==> src/rtl/key_wave_sel.sv <==
// Debounced four-key front-panel selector driving the DDS wave_select input.
// Each accepted press toggles a registered one-hot selection; re-pressing the active key idles it.
module key_wave_sel #(
    parameter int unsigned CNT_MAX = 999_999,
    parameter int unsigned KEY_W   = 4
) (
    input  logic             sys_clk,
    input  logic             sys_rst,
    input  logic [KEY_W-1:0] key_in,
    output logic [KEY_W-1:0] wave_select,
    output logic             key_flag
);

    localparam int unsigned CNT_W = (CNT_MAX > 0) ? $clog2(CNT_MAX + 1) : 1;
    localparam logic [CNT_W-1:0] CntMax = CNT_W'(CNT_MAX);

    typedef enum logic [1:0] {StIdle, StPress, StHeld, StRelease} key_state_e;

    logic [KEY_W-1:0] sync_q;
    logic [KEY_W-1:0] key_s_q;
    logic [KEY_W-1:0] press;

    // Idle level of the buttons is high, so the synchroniser resets to all ones.
    always_ff @(posedge sys_clk or posedge sys_rst) begin
        if (sys_rst) begin
            sync_q  <= '1;
            key_s_q <= '1;
        end else begin
            sync_q  <= key_in;
            key_s_q <= sync_q;
        end
    end

    for (genvar i = 0; i < KEY_W; i++) begin : g_key
        key_state_e       state_q, state_d;
        logic [CNT_W-1:0] cnt_q, cnt_d;
        logic             press_k;

        always_ff @(posedge sys_clk or posedge sys_rst) begin
            if (sys_rst) begin
                state_q <= StIdle;
                cnt_q   <= '0;
            end else begin
                state_q <= state_d;
                cnt_q   <= cnt_d;
            end
        end

        always_comb begin
            state_d = state_q;
            cnt_d   = cnt_q;
            unique case (state_q)
                StIdle: begin
                    if (!key_s_q[i]) begin
                        state_d = StPress;
                        cnt_d   = '0;
                    end
                end
                StPress: begin
                    if (key_s_q[i]) begin
                        state_d = StIdle;
                        cnt_d   = '0;
                    end else if (cnt_q == CntMax) begin
                        state_d = StHeld;
                    end else begin
                        cnt_d = cnt_q + 1'b1;
                    end
                end
                StHeld: begin
                    if (key_s_q[i]) begin
                        state_d = StRelease;
                        cnt_d   = '0;
                    end
                end
                StRelease: begin
                    if (!key_s_q[i]) begin
                        state_d = StHeld;
                        cnt_d   = '0;
                    end else if (cnt_q == CntMax) begin
                        state_d = StIdle;
                        cnt_d   = '0;
                    end else begin
                        cnt_d = cnt_q + 1'b1;
                    end
                end
                default: begin
                    state_d = StIdle;
                    cnt_d   = '0;
                end
            endcase
        end

        always_comb begin
            press_k = (state_q == StPress) && !key_s_q[i] && (cnt_q == CntMax);
        end

        assign press[i] = press_k;
    end

    logic [KEY_W-1:0] sel_d;
    logic             flag_d;

    // Lowest-index press wins; the others are consumed without effect.
    always_comb begin
        sel_d  = wave_select;
        flag_d = 1'b0;
        for (int unsigned i = 0; i < KEY_W; i++) begin
            if (press[i] && !flag_d) begin
                flag_d = 1'b1;
                sel_d  = wave_select[i] ? '0 : (KEY_W'(1) << i);
            end
        end
    end

    always_ff @(posedge sys_clk or posedge sys_rst) begin
        if (sys_rst) begin
            wave_select <= '0;
            key_flag    <= 1'b0;
        end else begin
            wave_select <= sel_d;
            key_flag    <= flag_d;
        end
    end

endmodule

==> config.mk <==
export PLATFORM = sky130hd
export DESIGN_NAME = key_wave_sel
export DESIGN_NICKNAME = d
export VERILOG_FILES = /design/src/rtl/key_wave_sel.sv
export SDC_FILE = /design/constraint.sdc
export NUM_CORES = 1
export LEC_CHECK = 0
export CAP_MARGIN = 10
export CORE_UTILIZATION = 50
export DETAILED_ROUTE_END_ITERATION = 8
export GPL_TIMING_DRIVEN = 0
export PLACE_DENSITY = 0.76
export SLEW_MARGIN = 0
export SYNTH_ARGS = -nofsm -noshare
export SYNTH_HDL_FRONTEND = slang
export SYNTH_SLANG_ARGS = --single-unit
==> constraint.sdc <==
create_clock -name sys_clk -period 8.1 [get_ports sys_clk]
set_input_delay 0.81 -clock sys_clk [delete_from_list [all_inputs] [get_ports sys_clk]]
set_output_delay 0.81 -clock sys_clk [all_outputs]
set_load 0.01 [all_outputs]
==> out/results.ini, run 1 <==
[job]
drv_cap=0

[setup_path]
cp_cell_sequence=ha_1 -> nand4_1 -> nor4_2 -> a21oi_1 -> o22ai_1 -> buf_2 -> nor2_1
crit_buf_inv=1
crit_path_max_incr_delay_ps=570
cp-start-kind=flip-flop
worstPathArrival_ps=2750
cp_max_fo=10
cpMaxStageDelayCell=nor4_2
crit_type=flip-flop to flip-flop
critPathTopFamily=simple AND/OR/NAND/NOR gates
worstPathRequired_ps=8370
endpoint_kind=flip-flop

[timing]
fin_tns_setup_ps=0
min_period_over_period=0.307
fin_skew_ps=14.5
relSlewSlack=0.475
rsz0062_at_grt=no
worst_pin_slew_ps=786
slew_viol_final=0
setup_violations=0
fin_hold_ws_ps=354
fmax_mhz=403
hold_viol=0
fin_crit_ps=2480
fin_ws_ps=5620

[synthesis]
synth_compound_area_frac=0.122
ys_seq_elements=101
yosysMostFrequentCell=dfrtp_1
yosys_warnings=0
ys_types=71
syn_nets=573
synth_top_family_by_area=simple AND/OR/NAND/NOR gates
yosysSeqAreaShare=0.467
yosysTopAreaCell=dfrtp_1
yosys.area_share.xor_xnor=0.105
synth_edf_count=0
synth_mux_area_frac=0.00484
synth-simple-area-share=0.266
avgSynthCellArea_um2=9.64
synthAdderAreaFrac=0.00922
synth_top_area_frac=0.429
synth_common_cells=93 x dfrtp_1, 83 x nor2_1, 41 x xnor2_1
synth-async-reset-ratio=1.00
synth_area_leaders=dfrtp_1 43%, xnor2_1 6.6%, nor2_1 5.7%, dfstp_2 3.9%, xor2_1 3.9%
ys.flop_type=dfrtp_1
syn_inst=563
netlist_area_um2=5430

[floorplanning]
coreArea_um2=10400
start_util=0.521
fp.dieH_um=106
die-area_um2=11300
row_count=37
io_pins=11
die_x_um=106

[finish]
antenna_cells=0
drive_gt1_frac=0.0949
finalNetCount=595
post-route-util=0.567
syn2layout_area_growth_pct=8.74

[place]
post-place-ws_ps=5640
io_buffer_count=10
gp_congestion=0.846
dp_hpwl_mm=7.40

[route]
postRouteWirelength_mm=10.6
wl_per_cell_um=14.6
via_count=4221
drtAntennaViolNets=0
initialDrtViolationCount=216
first_pass_iters=5
avgViaCountPerCell=5.81
drcViolationCount=0

[global_route]
grt_antenna_before_repair=0
grt_usage=0.207
overflow=0
grt_max_degree=75
first_global_vias=4036
grt_pass1_wl_mm=18.8

[min_path]
hp-class=flip-flop to flip-flop

[clock_tree]
cts_buffer_depth=2
ctsHoldBuffers=0
htreeDepth=3
clk_pin_slew_worst_paths_ps=100
clk_latency_ps=380
cts_tree=built
cts_buffers=9
postCtsSetupBuffers=0
cts_resized=0
cts_root_buf=clkbuf_8
cts.sinks=101

[power]
intPower_mw=0.662
p_sw_mw=0.254
p_leak_nw=2.28
seq_power_share=0.580
ir_worst_vdd_mv=0.112
power.total_mw=0.916
powerDensity_nw_per_um2=155
p_comb_frac=0.098
clock_power_share=0.322
switching_share=0.277

[run_status]
status=finished, final reports clean

-- registers in the layout (all words and copies together) (netlist names), named ones only --
signal,count
g_key.state_q,4
sync_q,4
key_flag,1
wave_select,4
g_key.cnt_q,80
key_s_q,4
-- path summary, 6_finish.rpt --
kind                                               startpoint                               to  slack (ps)  cells past startpoint
worst max-delay path            g_key[2].cnt_q[0]$_DFFE_PP0P_   g_key[2].cnt_q[11]$_DFFE_PP0P_        5620                      7
worst min register to register            sync_q[1]$_DFF_PP1_             key_s_q[1]$_DFF_PP1_         350                      0
min in group asynchronous                             sys_rst  g_key[1].state_q[0]$_DFFE_PP0P_         760                      2
worst min-delay path                      sync_q[1]$_DFF_PP1_             key_s_q[1]$_DFF_PP1_         350                      0
worst max register to register  g_key[2].cnt_q[0]$_DFFE_PP0P_   g_key[2].cnt_q[11]$_DFFE_PP0P_        5620                      7
max in group asynchronous                             sys_rst              sync_q[3]$_DFF_PP1_        6620                      3
-- final cells by class --
type	count	area, um2
clock inverters	6	46.3
inverters	13	51.3
multi-input cells	431	2750
clock buffers	10	128
well taps	136	170
repair buffers	11	128
fillers	926	4510
flip-flops and latches	101	2540
plain buffers	18	88.8
-- power by group through the flow --
stage	Sequential (mW)	Clock, mW	Combinational [mW]
floorplan	0.538	0	0.0667
global placement	0.540	0	0.0846
detailed placement	0.541	0	0.0906
CTS	0.531	0.307	0.0908
global route	0.534	0.326	0.104
finish	0.532	0.295	0.0896
-- kinds of logic after synthesis --
logic type,count (synthesis)
flops,101
xor+xnor,65
compound gates,94
simple gates,266
buf+inv,31
fa+ha+maj,4
mux,2
-- through the flow --
stage          area (um2)  std cells
6_report             5900        726
5_1_grt              5900        726
4_1_cts              5900        726
3_5_place_dp         5730        710
3_3_place_gp         5700        709
2_1_floorplan        5430        563
-- placed cells by master, fill, tap and decap left out, drive strengths merged, types with 4 or more instances in the layout --
cell type and instances:
xor2 24, nor2 83, ha 4, nand3 38
nor3 11, nor4 7, a21oi 25, dfrtp 93
nand4b 5, clkdlybuf4s50 10, or2 4, and3 12
nand4 17, o21ai 21, nand2 37, o22ai 4
xnor2 41, and4 10, inv 16, o31ai 8
buf 9, and2 5, or4 10, a22o 6
nor2b 4, clkbuf 20, dfstp 8, o2111ai 4
or3 9
-- layer usage --
metal | part of all wire | track usage | up-vias
li1 | - | - | 2084
met1 | 0.48 | 0.286 | 2085
met2 | 0.49 | 0.329 | 46
met3 | 0.025 | 0.0515 | 6
met4 | 0.0080 | 0.0476 | 0
met5 | 0 | 0 | -
No activity file was read; power rests on OpenSTA's default activity.
==> run 2, diff against run 1 <==
==> constraint.sdc (replaced) <==
create_clock -name sys_clk -period 2.5 [get_ports sys_clk]
set_input_delay 0.25 -clock sys_clk [delete_from_list [all_inputs] [get_ports sys_clk]]
set_output_delay 0.25 -clock sys_clk [all_outputs]
set_load 0.01 [all_outputs]
==> run 2 against run 1 <==
Sequential cell count is the same. Critical path depth unchanged. Clock-buffer cell count grew 3. Cell area increased by 1.7%. Clock skew shrank 3.9 ps. Via count rose by 1.4%. Setup slack lost 5500 ps. Register-to-register slack lost 5500 ps. Sequential share of layout area down 0.71 points. Die area did not move. Critical endpoint is now g_key[3].cnt_q[0]$_DFFE_PP0P_. Highest routed layer unchanged.
==> out/results.ini, run 2 (synthesis results as in run 1) <==
[run_status]
status=finished, final reports clean  ; unchanged

[timing]
relSlewSlack=0.407  ; was 0.475
min_period_over_period=0.943  ; was 0.307
rsz0062_at_grt=no  ; unchanged
hold_viol=0  ; unchanged
worst_pin_slew_ps=888  ; was 786 ps
slew_viol_final=0  ; unchanged
fin_skew_ps=10.6  ; was 14.5 ps
fin_tns_setup_ps=0  ; unchanged
fin_crit_ps=2360  ; was 2480 ps
fmax_mhz=424  ; was 403 MHz
setup_violations=0  ; unchanged

[finish]
mostFrequentLayoutCells=93 x dfrtp_1, 82 x nor2_1, 41 x xnor2_1  ; was 93 x dfrtp_1, 83 x nor2_1, 41 x xnor2_1
antenna_cells=0  ; unchanged
fin_area_um2=6000  ; was 5900 um2
drive_gt1_frac=0.107  ; was 0.0949
fin_cells=732  ; was 726
largest_register_ffs=80  ; unchanged
finalNetCount=601  ; was 595
top_register=g_key.cnt_q  ; unchanged
layout_commonest_cell=dfrtp_1  ; unchanged
post-route-util=0.576  ; was 0.567
syn2layout_area_growth_pct=10.6  ; was 8.74%

[setup_path]
cp_max_fo=6  ; was 10
endpoint_kind=flip-flop  ; unchanged
crit_type=flip-flop to flip-flop  ; unchanged
worstPathArrival_ps=2650  ; was 2750 ps
cp-start-kind=flip-flop  ; unchanged
worstPathRequired_ps=2790  ; was 8370 ps

[route]
avgViaCountPerCell=5.85  ; was 5.81
wl_per_cell_um=15.0  ; was 14.6 um
first_pass_iters=5  ; unchanged
drtAntennaViolNets=0  ; unchanged
postRouteWirelength_mm=11.0  ; was 10.6 mm
via_count=4281  ; was 4221
drcViolationCount=0  ; unchanged
initialDrtViolationCount=232  ; was 216

[place]
dp_hpwl_mm=7.73  ; was 7.40 mm
dpl_cell_area_um2=5740  ; was 5730 um2
dp.cells=711  ; was 710
gp_congestion=0.852  ; was 0.846
io_buffer_count=10  ; unchanged

[floorplanning]
io_pins=11  ; unchanged
fp.dieH_um=106  ; unchanged
row_count=37  ; unchanged
start_util=0.521  ; unchanged
die-area_um2=11300  ; unchanged
coreArea_um2=10400  ; unchanged
die_x_um=106  ; unchanged

[clock_tree]
clk_latency_ps=350  ; was 380 ps
cts_root_buf=clkbuf_8  ; unchanged
cts_buffers=9  ; unchanged
htreeDepth=3  ; unchanged
clk_pin_slew_worst_paths_ps=90  ; was 100 ps
cts.sinks=101  ; unchanged
cts_buffer_depth=2  ; unchanged
cts_tree=built  ; unchanged

[power]
p_leak_nw=2.34  ; was 2.28 nW
power.total_mw=3.07  ; was 0.916 mW
powerDensity_nw_per_um2=511  ; was 155 nW/um2
ir_worst_vdd_mv=0.334  ; was 0.112 mV

[global_route]
grt_max_degree=40  ; was 75
grt_usage=0.208  ; was 0.207
overflow=0  ; unchanged
grt_pass1_wl_mm=19.2  ; was 18.8 mm
grt_antenna_before_repair=0  ; unchanged
first_global_vias=4147  ; was 4036

[min_path]
hp-class=input port to flip-flop  ; was flip-flop to flip-flop

[job]
drv_cap=0  ; unchanged

==> run 2: path summary, 6_finish.rpt <==
check                                              start                         endpoint  slack [ps]  cells past startpoint
max reg2reg                g_key[3].cnt_q[0]$_DFFE_PP0P_    g_key[3].cnt_q[0]$_DFFE_PP0P_         140                      7
min                                            key_in[2]              sync_q[2]$_DFF_PP1_         290                      1
min reg2reg                          sync_q[1]$_DFF_PP1_             key_s_q[1]$_DFF_PP1_         360                      0
max in group asynchronous                        sys_rst             key_s_q[0]$_DFF_PP1_        1360                      3
min in group asynchronous                        sys_rst  g_key[1].state_q[0]$_DFFE_PP0P_         410                      2
max                        g_key[3].cnt_q[0]$_DFFE_PP0P_    g_key[3].cnt_q[0]$_DFFE_PP0P_         140                      7
==> run 2: through the flow <==
step	hold WS, ps	worst slack (ps)
floorplan	254	384
global placement	346	48.5
detailed placement	347	2.90
CTS	275	54.1
global route	282	8.45
finish	291	143
==> run 2: layer usage <==
layer / global-route usage / vias up / routed length (um)
li1: - / 2095 / -
met1: 0.277 / 2093 / 5120
met2: 0.349 / 74 / 5420
met3: 0.0319 / 19 / 299
met4: 0.0675 / 0 / 175
met5: 0 / - / 0
==> run 2: where the power goes <==
part           switching [mW]  internal (mW)
Combinational           0.206         0.0985
Clock                   0.546          0.493
Sequential             0.0432           1.68
==> run 2: layout make-up <==
cell class                 count  area, um2
fill                         920       4420
multi-input combinational    431       2780
sequential                   101       2540
timing repair buffer          17        178
tap                          136        170
clock buffer                  13        149
buffer                        18       88.8
inverter                      13       52.6
clock inverter                 3       45.0
==> run 2: worst max-delay path: stages, from the launching register on <==
cell      delay [ps]
dfrtp_1          450
ha_1             250
nand3_2          140
or2_1            330
or4_1            510
clkbuf_1         190
o31ai_2          260
a22o_1           160
==> run 2: timing repair <==
action                                  4_1_cts  5_1_grt
endpoints found under the hold margin         0        0
pin swaps                                     0        2
endpoints found under the setup margin       10       24
buffers inserted                              0        5
gates resized for setup                       1        4
hold buffers                                  0        0
==> run 3, diff against run 2 <==
--- a/config.mk
+++ b/config.mk
@@ -14,3 +14,4 @@
 export SYNTH_ARGS = -nofsm -noshare
 export SYNTH_HDL_FRONTEND = slang
 export SYNTH_SLANG_ARGS = --single-unit
+export TNS_END_PERCENT = 100
==> results of run 3 <==
Final layout, timing and power as in run 2 (identical DEF).
